===== src/rtl/reg_arb_pkg.sv =====
// Shared types and defaults for the register_bank write-port arbiter.
package reg_arb_pkg;

  typedef enum logic [1:0] {
    IDLE = 2'd0,
    OWN0 = 2'd1,
    OWN1 = 2'd2
  } arb_state_e;

  localparam logic [1:0] OWNER_NONE = 2'b00;
  localparam logic [1:0] OWNER_REQ0 = 2'b01;
  localparam logic [1:0] OWNER_REQ1 = 2'b10;

  localparam int unsigned DATA_W_DEF    = 8;
  localparam int unsigned SEL_W_DEF     = 3;
  localparam int unsigned MAX_BURST_DEF = 4;
  localparam int unsigned CNT_W         = 4;

endpackage


===== src/rtl/reg_arb_burst_ctr.sv =====
// Saturating burst-length counter; o_at_max flags that the owner has
// used its full locked allowance.
module reg_arb_burst_ctr
  import reg_arb_pkg::*;
#(
  parameter int unsigned MAX_BURST = MAX_BURST_DEF
) (
  input  logic i_clk,
  input  logic i_reset,
  input  logic i_inc,
  input  logic i_clr,
  output logic o_at_max
);

  logic [CNT_W-1:0] r_cnt;
  logic             w_at_max;

  assign w_at_max = (r_cnt == CNT_W'(MAX_BURST));
  assign o_at_max = w_at_max;

  // Count locked grants, holding at MAX_BURST instead of wrapping.
  always_ff @(posedge i_clk) begin
    if (i_reset || i_clr) begin
      r_cnt <= '0;
    end else if (i_inc && !w_at_max) begin
      r_cnt <= r_cnt + CNT_W'(1);
    end
  end

endmodule


===== src/rtl/register_write_arbiter.sv =====
// Two-requester arbiter for the register_bank write port with round-robin
// ties, optional burst lock with forced release, and a registered output stage.
// Optional: REG_ARB_FIXED_PRIORITY_EN makes IDLE ties always go to req0.
module register_write_arbiter
  import reg_arb_pkg::*;
#(
  parameter int unsigned DATA_W    = DATA_W_DEF,
  parameter int unsigned SEL_W     = SEL_W_DEF,
  parameter int unsigned MAX_BURST = MAX_BURST_DEF
) (
  input  logic              clk,
  input  logic              reset,
  input  logic              req0_valid,
  input  logic              req0_lock,
  input  logic [SEL_W-1:0]  req0_sel,
  input  logic [DATA_W-1:0] req0_data,
  output logic              req0_ready,
  input  logic              req1_valid,
  input  logic              req1_lock,
  input  logic [SEL_W-1:0]  req1_sel,
  input  logic [DATA_W-1:0] req1_data,
  output logic              req1_ready,
  output logic              bank_write_en,
  output logic [SEL_W-1:0]  bank_rx_selector,
  output logic [DATA_W-1:0] bank_data,
  output logic [1:0]        owner
);

  arb_state_e        r_state;
  arb_state_e        w_state_nxt;
  logic              r_rr_last;    // 0: req0 granted last, 1: req1
  logic              w_rr_nxt;
  logic              w_grant0;
  logic              w_grant1;
  logic              w_force_rel;
  logic              w_at_max;
  logic              w_cnt_inc;
  logic              w_cnt_clr;
  logic              r_wen;
  logic [SEL_W-1:0]  r_sel;
  logic [DATA_W-1:0] r_data;
  logic [1:0]        r_owner;

  reg_arb_burst_ctr #(
    .MAX_BURST (MAX_BURST)
  ) u_burst_ctr (
    .i_clk    (clk),
    .i_reset  (reset),
    .i_inc    (w_cnt_inc),
    .i_clr    (w_cnt_clr),
    .o_at_max (w_at_max)
  );

  // State register; req0 wins the first tie after reset.
  always_ff @(posedge clk) begin
    if (reset) begin
      r_state   <= IDLE;
      r_rr_last <= 1'b1;
    end else begin
      r_state   <= w_state_nxt;
      r_rr_last <= w_rr_nxt;
    end
  end

  // Grant decision: at most one grant per cycle, none while in reset.
  always_comb begin
    w_grant0    = 1'b0;
    w_grant1    = 1'b0;
    w_force_rel = 1'b0;
    if (!reset) begin
      case (r_state)
        IDLE: begin
          if (req0_valid && req1_valid) begin
`ifdef REG_ARB_FIXED_PRIORITY_EN
            w_grant0 = 1'b1;
`else
            if (r_rr_last) w_grant0 = 1'b1;
            else           w_grant1 = 1'b1;
`endif
          end else begin
            w_grant0 = req0_valid;
            w_grant1 = req1_valid;
          end
        end
        OWN0: begin
          if (req0_valid) begin
            if (w_at_max && req1_valid) w_force_rel = 1'b1;
            else                        w_grant0    = 1'b1;
          end
        end
        OWN1: begin
          if (req1_valid) begin
            if (w_at_max && req0_valid) w_force_rel = 1'b1;
            else                        w_grant1    = 1'b1;
          end
        end
        default: ;
      endcase
    end
  end

  assign req0_ready = w_grant0;
  assign req1_ready = w_grant1;

  // Next state, round-robin pointer and burst counter control.
  always_comb begin
    w_state_nxt = r_state;
    w_rr_nxt    = r_rr_last;
    w_cnt_inc   = 1'b0;
    w_cnt_clr   = 1'b0;
    case (r_state)
      IDLE: begin
        if (w_grant0) begin
          w_rr_nxt = 1'b0;
          if (req0_lock) begin
            w_state_nxt = OWN0;
            w_cnt_inc   = 1'b1;
          end
        end else if (w_grant1) begin
          w_rr_nxt = 1'b1;
          if (req1_lock) begin
            w_state_nxt = OWN1;
            w_cnt_inc   = 1'b1;
          end
        end
      end
      OWN0: begin
        if (w_grant0) begin
          w_rr_nxt = 1'b0;
          if (req0_lock) begin
            w_cnt_inc = 1'b1;
          end else begin
            w_state_nxt = IDLE;
            w_cnt_clr   = 1'b1;
          end
        end else begin
          // Valid dropped or forced release; pointer stays on req0 so req1 wins next.
          w_state_nxt = IDLE;
          w_cnt_clr   = 1'b1;
          if (w_force_rel) w_rr_nxt = 1'b0;
        end
      end
      OWN1: begin
        if (w_grant1) begin
          w_rr_nxt = 1'b1;
          if (req1_lock) begin
            w_cnt_inc = 1'b1;
          end else begin
            w_state_nxt = IDLE;
            w_cnt_clr   = 1'b1;
          end
        end else begin
          w_state_nxt = IDLE;
          w_cnt_clr   = 1'b1;
          if (w_force_rel) w_rr_nxt = 1'b1;
        end
      end
      default: begin
        w_state_nxt = IDLE;
        w_cnt_clr   = 1'b1;
      end
    endcase
  end

  // Output stage: register the accepted write; selector/data hold when idle.
  always_ff @(posedge clk) begin
    if (reset) begin
      r_wen   <= 1'b0;
      r_sel   <= '0;
      r_data  <= '0;
      r_owner <= OWNER_NONE;
    end else begin
      r_wen <= w_grant0 | w_grant1;
      if (w_grant0) begin
        r_sel   <= req0_sel;
        r_data  <= req0_data;
        r_owner <= OWNER_REQ0;
      end else if (w_grant1) begin
        r_sel   <= req1_sel;
        r_data  <= req1_data;
        r_owner <= OWNER_REQ1;
      end else begin
        r_owner <= OWNER_NONE;
      end
    end
  end

  assign bank_write_en    = r_wen;
  assign bank_rx_selector = r_sel;
  assign bank_data        = r_data;
  assign owner            = r_owner;

endmodule


===== config.mk =====
export PLATFORM = sky130hd
export DESIGN_NAME = register_write_arbiter
export DESIGN_NICKNAME = d
export VERILOG_FILES = /design/src/rtl/reg_arb_pkg.sv /design/src/rtl/reg_arb_burst_ctr.sv /design/src/rtl/register_write_arbiter.sv
export SDC_FILE = /design/constraint.sdc
export NUM_CORES = 1
export LEC_CHECK = 0
export CAP_MARGIN = 20
export CORE_MARGIN = 5
export CORE_UTILIZATION = 55
export DETAILED_ROUTE_END_ITERATION = 16
export DONT_BUFFER_PORTS = 1
export GPL_ROUTABILITY_DRIVEN = 0
export GPL_TIMING_DRIVEN = 0
export PLACE_DENSITY = 0.76
export RECOVER_POWER = 25
export SLEW_MARGIN = 20
export SYNTH_ARGS = -nofsm -noshare
export SYNTH_HDL_FRONTEND = slang
export SYNTH_SLANG_ARGS = --single-unit
export TNS_END_PERCENT = 20

===== constraint.sdc =====
create_clock -name clk -period 2.56 [get_ports clk]
set_input_delay 0.64 -clock clk [delete_from_list [all_inputs] [get_ports clk]]
set_output_delay 0.64 -clock clk [all_outputs]
set_load 0.05 [all_outputs]

# After elaboration in Yosys (flattened, before gate mapping)

Index checks and enable logic that the tools add are counted.
Widths: inputs -> output; s select.

Register bits: 21
Bits of input ports: 28
Output and inout port bits: 16
Logic and storage cells: 83

Add/sub/neg operators: 1
Equal/unequal tests: 10
Muxes and demuxes: 51
Bitwise gates (word level): 1
Reduce and logical (&&, ||, !) cells: 12

Operators with widths:

| operator            | number |
|---|---|
| $mux 1              | 31 |
| $ne 3x3->1 const B  | 7 |
| $mux 2              | 9 |
| $mux 8              | 2 |
| $pmux 1 s3          | 3 |
| $mux 3              | 2 |
| $pmux 1 s2          | 3 |
| $pmux 2 s3          | 1 |
| $reduce_and 5->1    | 1 |
| $add 4x1->4 const B | 1 |
| $eq 4x3->1 const B  | 1 |
| $logic_and 1x1->1   | 4 |
| $reduce_and 4->1    | 1 |
| $reduce_bool 3->1   | 1 |
| $eq 2x1->1 const B  | 1 |
| $eq 2x2->1 const B  | 1 |
| $logic_not 2->1     | 1 |
| $reduce_bool 2->1   | 1 |
| $reduce_or 2->1     | 1 |
| $logic_not 1->1     | 1 |
| $logic_or 1x1->1    | 1 |
| $or 1x1->1          | 1 |

# Longest topological paths before layout

Gate-level depths: netlist (run 1).

Depth after elaboration: 10
Gate-level depth with buffers: 9
Mapped depth without buffers: 8

# Modules after synthesis

Synthesis (run 1) repeated with hierarchy kept, for this count alone.

Cells, all modules: 141
Area, all modules: 1307.5 um^2

Modules (own cells, without submodules):

| module                 | times used | cells each | area each (um^2) | seq. area each (um^2) |
|---|---|---|---|---|
| register_write_arbiter | 1          | 116        | 1078.5           | 340.3 |
| reg_arb_burst_ctr      | 1          | 25         | 229.0            | 80.1 |

# Least setup slack after synthesis (run 1)

Ideal clock, no wire load.

Kind: input-to-reg
Start: in reset
End: reg u_burst_ctr.r_cnt[0]
Setup time: 0.126 ns
Data arrival time: 2.174 ns
Data required time: 2.434 ns
Slack: 0.259 ns
Cell stages on the path: 7
Buffers on the path: 1
Cell sequence: buf_2 > and3b_1 > a22oi_1 > inv_1 > a32oi_2 > a21oi_1 > mux2i_1

Longest elaborated chain between the ends: 5
Elaborated cells on any way between the ends: 11
Those cells by class: mux: 9; reduce/logical: 2

RTL lines:

| what                 | RTL line                      | source |
|---|---|---|
| start, declared      | register_write_arbiter.sv:12  | `input logic reset,` |
| $mux 1 *             | register_write_arbiter.sv:70  | `if (!reset) begin` |
| via req1_ready       | register_write_arbiter.sv:22  | `output logic req1_ready,` |
| $mux 1               | register_write_arbiter.sv:144 | `if (w_grant1) begin` |
| $mux 1               | register_write_arbiter.sv:113 | `if (w_grant0) begin` |
| $pmux 1 s3           | register_write_arbiter.sv:111 | `case (r_state)` |
| $logic_and 1x1->1    | reg_arb_burst_ctr.sv:25       | `end else if (i_inc && !w_at_max) begin` |
| end signal, assigned | reg_arb_burst_ctr.sv:26       | `r_cnt <= r_cnt + CNT_W'(1);` |
| end, declared        | reg_arb_burst_ctr.sv:15       | `logic [CNT_W-1:0] r_cnt;` |

Mark *: on every way through the listed nets, which the timed path passes. The rest lies on a longest branch.
A chain may end at the register's enable or synchronous reset.

# Worst setup path in the final report (run 1)

Start: reg u_burst_ctr.r_cnt[0]
End: out req0_ready

Longest elaborated chain between the ends: 6

RTL lines:

| what              | RTL line                     | source |
|---|---|---|
| $eq 4x3->1        | reg_arb_burst_ctr.sv:18      | `assign w_at_max = (r_cnt == CNT_W'(MAX_BURST));` |
| $logic_and 1x1->1 | register_write_arbiter.sv:87 | `if (w_at_max && req1_valid) w_force_rel = 1'b1;` |
| $mux 1            | register_write_arbiter.sv:87 |  |
| $mux 1            | register_write_arbiter.sv:86 | `if (req0_valid) begin` |
| $pmux 1 s2        | register_write_arbiter.sv:71 | `case (r_state)` |
| $mux 1            | register_write_arbiter.sv:70 |  |
| end, declared     | register_write_arbiter.sv:17 | `output logic req0_ready,` |

Every way passes these cells.

==> metrics, run 1 <==
share of layout cells above drive strength 1 roughly an eighth; pre-CTS setup slack -12.2 ps; non-filler instance count after layout 188; Residual DRC 0; setup TNS 0 ps; placed insts 183; final slew viol count 0; Mapped Nets between 150 and 200; antenna violations before repair 0; Pwr Density approximately 860 mW/mm²; Die X just under 60 µm; Die Height 59.5 µm; setup ws final around 120 ps; Synth area leaders dfxtp_1, mux2i_1, a21oi_1; Slowest cell on crit path dfxtp_1; vias per cell between 6 and 7; Overflow after GRT 0; count leader, synth dfxtp_1; Netlist cell types 39; crit-path max cell delay roughly 400 ps; NetSw 574 µW; status completed; Total Nets Final around 190; Routed wire per std cell roughly 18 µm; Root Buffer clkbuf_4; Sequential Power Share between 40 and 50%; critical path fanouts, max 10; Rel. slew slack between 40 and 50%; internal power roughly 660 µW; TritonCTS Buffers 3; largest area contributor in the netlist dfxtp_1; Fin. Hold Viols 0; std cell rows 18; Syn. warnings 0; maximum vdd drop 0.515 mV; final worst-path cycle share 95.5%; Pre-antenna DRT Iters 4; ant diodes 0; Worst Tran Pin Value approximately 840 ps; area of the die around 0.0035 mm²; Port-buffer cells 0; EDFF count, synth 0; min cycle time layout about 2400 ps; WP data arrival 1800 ps; core area 0.00241 mm²; Top Ports 44; delay-heaviest family, CP buffers and inverters; hold_buf cts 0; Max H-tree Level 1; WHS Endpoint r_state[1]$_SDFFE_PP0P_; Post-synth ARST share 0%; post-synthesis register bit count 21; CP Depth 6; post-synthesis sequential area ratio approximately 31%; CTS tree yes; leakage about 0.00051 µW; Synth top area share approximately 31%; main flop type after synthesis dfxtp_1; Clock Skews 1.96 ps; hold path start req1_lock; MaxCap Viol Count 0; Initial DRC Count between 60 and 70; fmax about 410 MHz; GR Util met3 between 7 and 8%; critical path class reg2out; Hold Path Class in2reg; Crit. End Element primary output; Net Sw Frac between 40% and 50%; critical path cell sequence inv_1 -> ha_1 -> and4b_1 -> buf_2 -> o32ai_4 -> buf_12; Min-Delay Path Depth 2; Post-synth top cells dfxtp_1, mux2i_1, a21oi_1; Area Overhead vs Synth 6.33%; Post-Synthesis Cells between 150 and 200; global route hottest layer met2; worst skew pair latency around 300 ps; GRT Total Usage about a fifth; buffers and inverters on the worst path 3; r2r setup slk roughly 200 ps; Clock Sinks 21; first-pass GRT wire length 5440 µm; Critical Path RT ~1900 ps; Clk pwr share about an eighth; syn avg cell area around 8.8 µm²; Initial Utilization a little under three fifths; reg2reg start u_burst_ctr.r_cnt[0]$_SDFFE_PP0P_; GR met1 Demand/Resource between 20% and 30%; Vias about 1,200; ANT nets after route 0; drt total wl between 3000 and 4000 µm; cell area after synthesis about 0.0013 mm²; largest net degree at the start of global routing 12; grt met2 use between 30% and 40%; post-DP HPWL ~2400 µm; Logic pwr share between 40 and 50%; number of global-route vias before repair 1,179; final setup fails 0; r2r endpoint r_state[0]$_SDFFE_PP0P_; Clock Path Buffers 2; Clk pin slew, worst setup/hold paths roughly 120 ps; Tot Pwr between 1000 and 1500 µW; crit start category flop; RSZ-0062 raised after global routing no; Worst Reg-to-Reg Cells 9
==> layout make-up <==
cell class                      instances  area (µm²)
Buffer                                 10        56.3
Fill cell                             219         980
Inverter                                9        36.3
Timing Repair Buffer                    1        7.51
Clock buffer                            4        26.3
Multi-Input combinational cell        113         843
Sequential cell                        21         423
Tap cell                               30        37.5
==> state kept, by name (all words and copies together), names as in the netlist <==
| signal | count |
|---|---|
| bank_data | 8 |
| u_burst_ctr.r_cnt | 4 |
| bank_rx_selector | 3 |
| owner | 2 |
| r_state | 2 |
| bank_write_en | 1 |
| r_rr_last | 1 |
==> placed cells by master (no fill, tap or decap), types with 2 or more instances in the layout <==
cell type	n
and3b_1	2
o22ai_1	2
clkbuf_4	3
nor2_1	5
dfxtp_1	19
nand2_1	3
dfxtp_2	2
nand3_1	9
clkbuf_1	8
o21ai_0	12
a21oi_1	16
buf_2	2
mux2i_1	17
ha_1	6
or3_1	11
inv_1	8
o21bai_1	2
nand3b_1	3
nand4b_1	2
a211oi_1	3
==> worst max-delay path by stage <==
stage	startpoint	endpoint	slack, ps
2_1_floorplan	reset	u_burst_ctr.r_cnt[0]$_SDFFE_PP0P_	260
3_3_place_gp	reset	u_burst_ctr.r_cnt[1]$_SDFFE_PP0P_	20
3_5_place_dp	reset	u_burst_ctr.r_cnt[0]$_SDFFE_PP0P_	-10
4_1_cts	r_state[0]$_SDFFE_PP0P_	req1_ready	60
5_1_grt	u_burst_ctr.r_cnt[0]$_SDFFE_PP0P_	req0_ready	10
6_report	u_burst_ctr.r_cnt[0]$_SDFFE_PP0P_	req0_ready	120
==> power by group through the flow <==
stage	Clock [µW]	Combinational [µW]	Sequential (µW)
3_3_place_gp	0	485	551
5_1_grt	187	589	554
4_1_cts	166	519	546
3_5_place_dp	0	504	554
2_1_floorplan	0	419	542
6_report	162	527	547
==> metal layers <==
layer,share of wire (%),vias to the layer above
met5,0,-
met4,2.4,0
met3,10,10
met2,51,51
met1,37,555
li1,-,577
==> through the flow <==
step	hold slack, ps	utilization [%]	instance area, µm²
2_1_floorplan	471	-	1350
3_3_place_gp	486	57.4	1380
6_report	476	59.3	1430
3_5_place_dp	500	57.4	1380
5_1_grt	464	59.3	1430
4_1_cts	476	59.0	1420
==> logic make-up after synthesis <==
family | share of synthesized area [%]
simple gates | 19.4
buf+inv | 6.42
mux | 13.5
compound gates | 23.8
flops | 31.3
fa+ha+maj | 5.58
==> what timing repair did <==
action / in CTS / in global routing
pin swaps: 1 / 2
endpoints found under the setup margin: 2 / 2
gates resized for setup: 2 / 4
buffers inserted: 1 / 0
gates cloned: 0 / 0
No activity file was read; power rests on OpenSTA's default activity.
==> run 2, diff against run 1 <==
Settings changed: SYNTH_HIERARCHICAL from default to 1.
==> metrics, run 2 <==
Netlist cell types 42; Fin. Hold Viols 0; min cycle time layout roughly 2600 ps; largest area contributor in the netlist dfxtp_1; final slew viol count 0; internal power roughly 870 µW; Synth area leaders dfxtp_1, mux2i_1, a211oi_2; Pre-antenna DRT Iters 4; critical path class reg2out; Hold Path Class in2reg; commonest non-fill, non-tap cell in the layout buf_4; MaxCap Viol Count 0; WHS Endpoint u_burst_ctr/r_cnt[2]$_SDFFE_PP0P_; Mapped Nets between 150 and 200; Clock Path Buffers 2; CTS tree yes; Clock Skews 1.80 ps; Initial DRC Count 47; Syn. warnings 6; post-synthesis register bit count 21; Die X about 59 µm; Max H-tree Level 1; Port-buffer cells 0; hold path start reset; Clock Sinks 21; Post-synth top cells dfxtp_1, nor2_1, mux2i_1; post-synthesis sequential area ratio between 30% and 40%; r2r endpoint u_burst_ctr/r_cnt[3]$_SDFFE_PP0P_; Residual DRC 0; drt total wl ~3600 µm; TritonCTS Buffers 3; non-filler instance count after layout 195; Area Overhead vs Synth 25.9%; Total Nets Final between 200 and 250; cell area after synthesis between 0.001 and 0.0015 mm²; share of layout cells above drive strength 1 37.1%; Vias 1,205; Tot Pwr approximately 1700 µW; syn avg cell area just over 9 µm²; critical path fanouts, max 5; Sequential Power Share 41.0%; Routed wire per std cell 18.3 µm; Clk pwr share a little under a tenth; Overflow after GRT 0; setup TNS -114 ps; antenna violations before repair 0; GRT Total Usage between 20% and 30%; setup ws final -66.8 ps; core area around 0.0022 mm²; fmax 381 MHz; Critical Path RT roughly 1900 ps; Pwr Density ~1100 mW/mm²; leakage about 0.00065 µW; Synth top area share roughly a third; std cell rows 17; count leader, synth dfxtp_1; main flop type after synthesis dfxtp_1; reg2reg start u_burst_ctr/r_cnt[0]$_SDFFE_PP0P_; WP data arrival around 2000 ps; failing checks negative setup slack; post-DP HPWL roughly 2300 µm; crit start category flop; WHS 382 ps; r2r setup slk -10 ps; NetSw around 860 µW; Die Height approximately 59 µm; Worst Tran Pin Value between 600 and 700 ps; max reg flops 8; commonest cells after routing, fill and taps aside buf_4, dfxtp_1, nor2_1, mux2i_1, a211oi_2; pre-CTS setup slack -326 ps; hold_buf cts 0; Initial Utilization 58.5%; Crit. End Element primary output; RSZ-0062 raised after global routing yes; worst skew pair latency 310 ps; Logic pwr share 49.3%; Top Ports 44; ANT nets after route 0; ant diodes 0; final setup fails 4; Post-Synthesis Cells between 100 and 150; Root Buffer clkbuf_4; Post-synth ARST share 0%; Clk pin slew, worst setup/hold paths about 120 ps; status finished, violations left; number of global-route vias before repair ~1,200; area of the die 0.00345 mm²; placed insts roughly 170; largest net degree at the start of global routing 13; Rel. slew slack 55.4%; vias per cell 6.18; Worst Reg-to-Reg Cells 13; EDFF count, synth 0; Net Sw Frac 49.9%; first-pass GRT wire length roughly 5500 µm; maximum vdd drop 0.827 mV; final worst-path cycle share 103%; Min-Delay Path Depth 1; fillers 170
run 2: kinds of logic (layout without fill, tap and decap cells):
kind of cell | Yosys count | after routing | share of synthesized area (%)
and+or+nand+nor | 43 | 43 | 18.1
muxes | 12 | 12 | 9.19
buffers and inverters | 17 | 43 | 5.93
adders and majority gates | 7 | 7 | 6.70
AOI/OAI and AO/OA | 41 | 41 | 27.9
DFF | 21 | 21 | 32.2
run 2: worst max path at each step:
stage,startpoint,endpoint,slack [ps],depth (start not counted)
2_1_floorplan,u_burst_ctr/r_cnt[1]$_SDFFE_PP0P_,u_burst_ctr/r_cnt[3]$_SDFFE_PP0P_,9,12
3_3_place_gp,u_burst_ctr/r_cnt[1]$_SDFFE_PP0P_,u_burst_ctr/r_cnt[3]$_SDFFE_PP0P_,-220,12
3_5_place_dp,u_burst_ctr/r_cnt[0]$_SDFFE_PP0P_,u_burst_ctr/r_cnt[3]$_SDFFE_PP0P_,-330,11
4_1_cts,u_burst_ctr/r_cnt[0]$_SDFFE_PP0P_,req0_ready,-30,8
5_1_grt,u_burst_ctr/r_cnt[1]$_SDFFE_PP0P_,req1_ready,-150,8
6_report,u_burst_ctr/r_cnt[0]$_SDFFE_PP0P_,req1_ready,-70,8
run 2: cell type report:
| type | instances | area, µm² | area share, % |
|---|---|---|---|
| clock buffers | 3 | 22.5 | 1.37 |
| repair buffers | 22 | 194 | 11.8 |
| flip-flops and latches | 21 | 425 | 25.8 |
| plain buffers | 5 | 37.5 | 2.28 |
| well taps | 28 | 35.0 | 2.13 |
| clock inverters | 1 | 5.00 | 0.304 |
| multi-input cells | 103 | 878 | 53.3 |
| inverters | 12 | 48.8 | 2.96 |
run 2: power by group through the flow:
stage	logic, µW	clock network, µW	registers (µW)
final	855	167	711
after global routing	917	192	721
after CTS	795	172	711
after detailed placement	651	0	723
after global placement	625	0	721
after floorplan	546	0	702
run 2: critical path: stages, from the launching register on:
cell and delay (ps):
dfxtp_2 360, inv_2 50, ha_4 140, nand3b_1 120, inv_2 90, buf_6 120
nand2b_4 130, a311oi_4 430, buf_12 220
run 2: what timing repair did:
item	CTS	global route
buffers inserted	13	8
pin swaps	4	7
resized for setup	16	4
endpoints found under the setup margin	6	5
cloned	1	0
run 2: stage by stage:
step | utilization (%) | instance area (µm²)
floorplan | - | 1330
global placement | 61.1 | 1360
finish | 73.7 | 1650
detailed placement | 61.1 | 1360
CTS | 70.4 | 1570
global route | 73.7 | 1650
run 2: metal layers:
| layer | vias to the layer above | part of all wire (%) | track usage (%) |
|---|---|---|---|
| met4 | 0 | 0.73 | 4.53 |
| met1 | 577 | 37 | 22.6 |
| met2 | 48 | 54 | 35.8 |
| met3 | 4 | 7.9 | 7.02 |
| met5 | - | 0 | 0 |
| li1 | 576 | - | - |
==> run 3, diff against run 2 <==
Settings changed: MAX_ROUTING_LAYER from default to met4, PLACE_DENSITY 0.76 to 0.79.
Clock period 2.56 ns to 2.4 ns, I/O delays scaled along.
==> metrics, run 3 (synthesized netlist as in run 2, its figures left out) <==
number of global-route vias before repair 1,276; commonest cells after routing, fill and taps aside buf_4, dfxtp_1, nor2_1, mux2i_1, a211oi_2; setup TNS -937 ps; first-pass GRT wire length between 5000 and 6000 µm; std cell rows 17; TritonCTS Buffers 3; share of layout cells above drive strength 1 42.0%; MaxCap Viol Count 0; largest net degree at the start of global routing 13; Fin. Hold Viols 0; Worst Tran Pin Value 672 ps; fmax roughly 370 MHz; ANT nets after route 0; Max H-tree Level 1; Critical Path RT roughly 2700 ps; Die Height a little under 60 µm; Overflow after GRT 0; Area Overhead vs Synth 32.2%; Top Ports 44; critical path class reg2reg; Clock Skews 5.54 ps; Residual DRC 0; max reg flops 8; Port-buffer cells 0; GRT Total Usage between 20 and 25%; leakage about 0.00067 µW; setup ws final -270 ps; Root Buffer clkbuf_4; RSZ-0062 raised after global routing yes; Crit. End Element flop; status finished, violations left; Initial Utilization between 50% and 60%; Initial DRC Count 26; min cycle time layout 2670 ps; Total Nets Final 210; WP data arrival 2930 ps; post-DP HPWL 2420 µm; vias per cell 6.03; Hold Path Class in2reg; Clock Sinks 21; final slew viol count 0; placed insts between 150 and 200; area of the die 0.00345 mm²; Pre-antenna DRT Iters 4; critical path fanouts, max 6; Clk pin slew, worst setup/hold paths ~110 ps; Die X approximately 59 µm; ant diodes 0; Pwr Density 1070 mW/mm²; crit start category flop; Vias ~1,200; Rel. slew slack a little under three fifths; fin area about 0.0017 mm²; drt total wl 3860 µm; Clock Path Buffers 2; core area ~0.0022 mm²; antenna violations before repair 0; non-filler instance count after layout just over 200; failing checks negative setup slack; CTS tree yes; area of placed instances 0.00138 mm²; WHS roughly 350 ps; worst skew pair latency 310 ps; commonest non-fill, non-tap cell in the layout buf_4; Post-Route Utilization ~77%; Routed wire per std cell 19.1 µm; final setup fails 6; maximum vdd drop approximately 0.91 mV; final worst-path cycle share 111%
[run 3: power by group]
part	internal, µW	total (µW)	switching [µW]
logic	406	909	503
registers	447	762	315
clock network	62.3	171	109
total	916	1840	927
[run 3: repair_timing]
action                                  4_1_cts  5_1_grt
endpoints found under the setup margin        8        7
pin swaps                                     4        6
cloned                                        0        1
hold buffers                                  0        0
setup buffers                                22        6
resized for setup                            16        7
[run 3: final cells by class]
cell class / instances / area (µm²)
tap: 28 / 35.0
fill: 154 / 505
buffer: 5 / 37.5
inverter: 12 / 51.3
sequential: 21 / 428
multi-input combinational: 103 / 910
timing repair buffer: 29 / 239
clock inverter: 1 / 5.00
clock buffer: 3 / 22.5
[run 3: through the flow]
step	setup slack, ps	total power (µW)
CTS	-134	1760
floorplan	-56.4	1350
detailed placement	-401	1490
global route	-347	1960
global placement	-289	1450
finish	-270	1840
[run 3: critical path, cell delays in order (launching register included)]
cell      delay [ps]
dfxtp_2          360
inv_2             50
ha_4             150
nand3b_1         130
inv_2            100
nand2b_4         160
a311oi_4         510
and3_4           280
nor2_1            80
a31oi_4          260
nand4_2          160
nor4b_2          260
a31o_1           130
[run 3: worst paths after layout]
check	from	end	slack, ps	cells after the start
min	reset	u_burst_ctr/r_cnt[2]$_SDFFE_PP0P_	350	1
min reg2reg	u_burst_ctr/r_cnt[3]$_SDFFE_PP0P_	u_burst_ctr/r_cnt[3]$_SDFFE_PP0P_	560	1
max	u_burst_ctr/r_cnt[0]$_SDFFE_PP0P_	u_burst_ctr/r_cnt[3]$_SDFFE_PP0P_	-270	12
max reg2reg	u_burst_ctr/r_cnt[0]$_SDFFE_PP0P_	u_burst_ctr/r_cnt[3]$_SDFFE_PP0P_	-270	12
[run 3: routing by layer]
layer | vias to the layer above | wire length [µm] | GRT usage (%)
li1 | 585 | - | -
met1 | 584 | 1440 | 24.5
met2 | 44 | 2130 | 41.6
met3 | 6 | 228 | 5.48
met4 | 0 | 60 | 4.85
met5 | - | 0 | -
==> patch: new RTL, settings of run 3 <==
Build with the macro `REG_ARB_FIXED_PRIORITY_EN` defined.
--- a/src/rtl/register_write_arbiter.sv
+++ b/src/rtl/register_write_arbiter.sv
@@ -2,4 +2,6 @@
 // ties, optional burst lock with forced release, and a registered output stage.
 // Optional: REG_ARB_FIXED_PRIORITY_EN makes IDLE ties always go to req0.
+`define REG_ARB_FIXED_PRIORITY_EN
+
 module register_write_arbiter
   import reg_arb_pkg::*;
Check against the original RTL: not equivalent (a bounded check fails within 4 cycles, from zero or initial values and one cycle with reset high).
==> patch against run 3 <==
Worst setup slack improved by 0.31 ns. Area after synthesis fell by 27%. Count of clock-buffer cells in the layout did not move. Combinational power fell by 89%. Cell area fell by 33%. Register-to-register slack improved by 0.40 ns. Sequential cell count fell by 1. Routed wire length fell by 43%. Sequential power fell by 44%. Power fell by 57%. First-iteration DRC count fell by 42%. Largest cell class unchanged. Highest routed layer unchanged.
==> patch: results (changes against run 3) <==
[global_routing]
grtUsageMet2=0.311  ; was 0.416
grt_max_degree=13  ; unchanged
grt_pass1_wl_mm=3.54  ; was 5.83 mm
met1_usage=0.201  ; was 0.245
grtUsageTotal=0.180  ; was 0.227
gr-usage-met3=0.0229  ; was 0.0548
grt_pass1_vias=816  ; was 1,276

[finish]
layout.nets=150  ; was 210
syn_to_final_growth_pct=21.5  ; was 32.2%
num_antenna_cells=0  ; unchanged
n_fill_cell=128  ; was 154
drive_above_1_share=0.319  ; was 0.420

[setup_path]
cp_slowest_cell=dfxtp_2  ; was a311oi_4
cp.arrival_ns=1.76  ; was 2.93 ns
critical-path-top-delay-family=flip-flops  ; was simple AND/OR/NAND/NOR gates
critPathMaxFanout=5  ; was 6
cpPeakStageDelay_ns=0.36  ; was 0.51 ns

[clock_tree]
postCtsSetupBuffers=3  ; was 22
cts_resized=6  ; was 16

[route]
wl_met1_um=822  ; was 1.44 mm
drt_iter0_markers=15  ; was 26
wl_met2_mm=1.19  ; was 2.13 mm
dr_total_vias=815  ; was 1,219
post_drt_via_cell_ratio=5.99  ; was 6.03
wl_per_cell_um=16.2  ; was 19.1 um
route.met3.wl_um=109  ; was 228 um

[placement]
dpl-instance-area_um2=971  ; was 1380 um2
place_ws_ns=-0.0751  ; was -0.401 ns
hpwl_mm=1.60  ; was 2.42 mm
placed_cells=124  ; was 169

[pwr]
ir_drop_mv=0.449  ; was 0.906 mV
combPwrFrac=0.123  ; was 0.493
internal-power_uw=565  ; was 916 uW
p_leak_uw=0.000482  ; was 0.000672 uW
pwr-share-clk=0.342  ; was 0.093
comb-power_uw=98.4  ; was 909 uW

[synth]
synth_common_cells=20 x dfxtp_1, 15 x nand2_1, 14 x nor2_1, 11 x a21oi_1, 9 x a211oi_2  ; was 21 x dfxtp_1, 17 x nor2_1, 12 x mux2i_1, 11 x inv_1, 8 x a211oi_2
synth_cell_types=26  ; was 42
synth_nets=137  ; was 176
syn_area_per_cell_um2=8.88  ; was 9.27 um2
synth_mux_area_frac=0  ; was 0.0919
synth_compound_gate_area_share=0.265  ; was 0.279
ys_seq_area_frac=0.422  ; was 0.322
synth_fa_ha_area_frac=0.0264  ; was 0.0670
netlist_top_cells_area=dfxtp_1 42%, a211oi_2 12%, nand2_1 5.9%  ; was dfxtp_1 32%, mux2i_1 9.2%, a211oi_2 7.7%

[run_status]
status=finished, final reports clean  ; was finished with violations

[timing]
fin_skew_ns=0.00911  ; was 0.00554 ns
slew_headroom=0.554  ; was 0.552

patch: cell count changes after synthesis, moves of 2 or more:
cell and delta:
a31oi_1 -2, ha_1 -5, a21oi_1 +7, nor2_1 -3
inv_1 -3, o21ai_0 -3, o211ai_1 -2, nand2_1 +10
nor2b_1 -3, o2111ai_1 -3, mux2i_1 -12
patch: worst paths after layout:
check                       start              endpoint  slack (ns)  cells past startpoint
max          u_burst_ctr/r_cnt[0]            req1_ready        0.04                      8
min                         reset  u_burst_ctr/r_cnt[2]        0.36                      1
max reg2reg  u_burst_ctr/r_cnt[0]  u_burst_ctr/r_cnt[3]        0.13                     12
min reg2reg  u_burst_ctr/r_cnt[0]  u_burst_ctr/r_cnt[0]        0.57                      3
patch: area by class of cell:
class                           instances  share of cell area
Buffer                                  5              0.0369
Clock inverter                          1              0.0260
Sequential cell                        20               0.349
Multi-Input combinational cell         72               0.439
Clock buffer                            3              0.0195
Timing Repair Buffer                    8              0.0738
Tap cell                               17              0.0184
Inverter                               10              0.0369
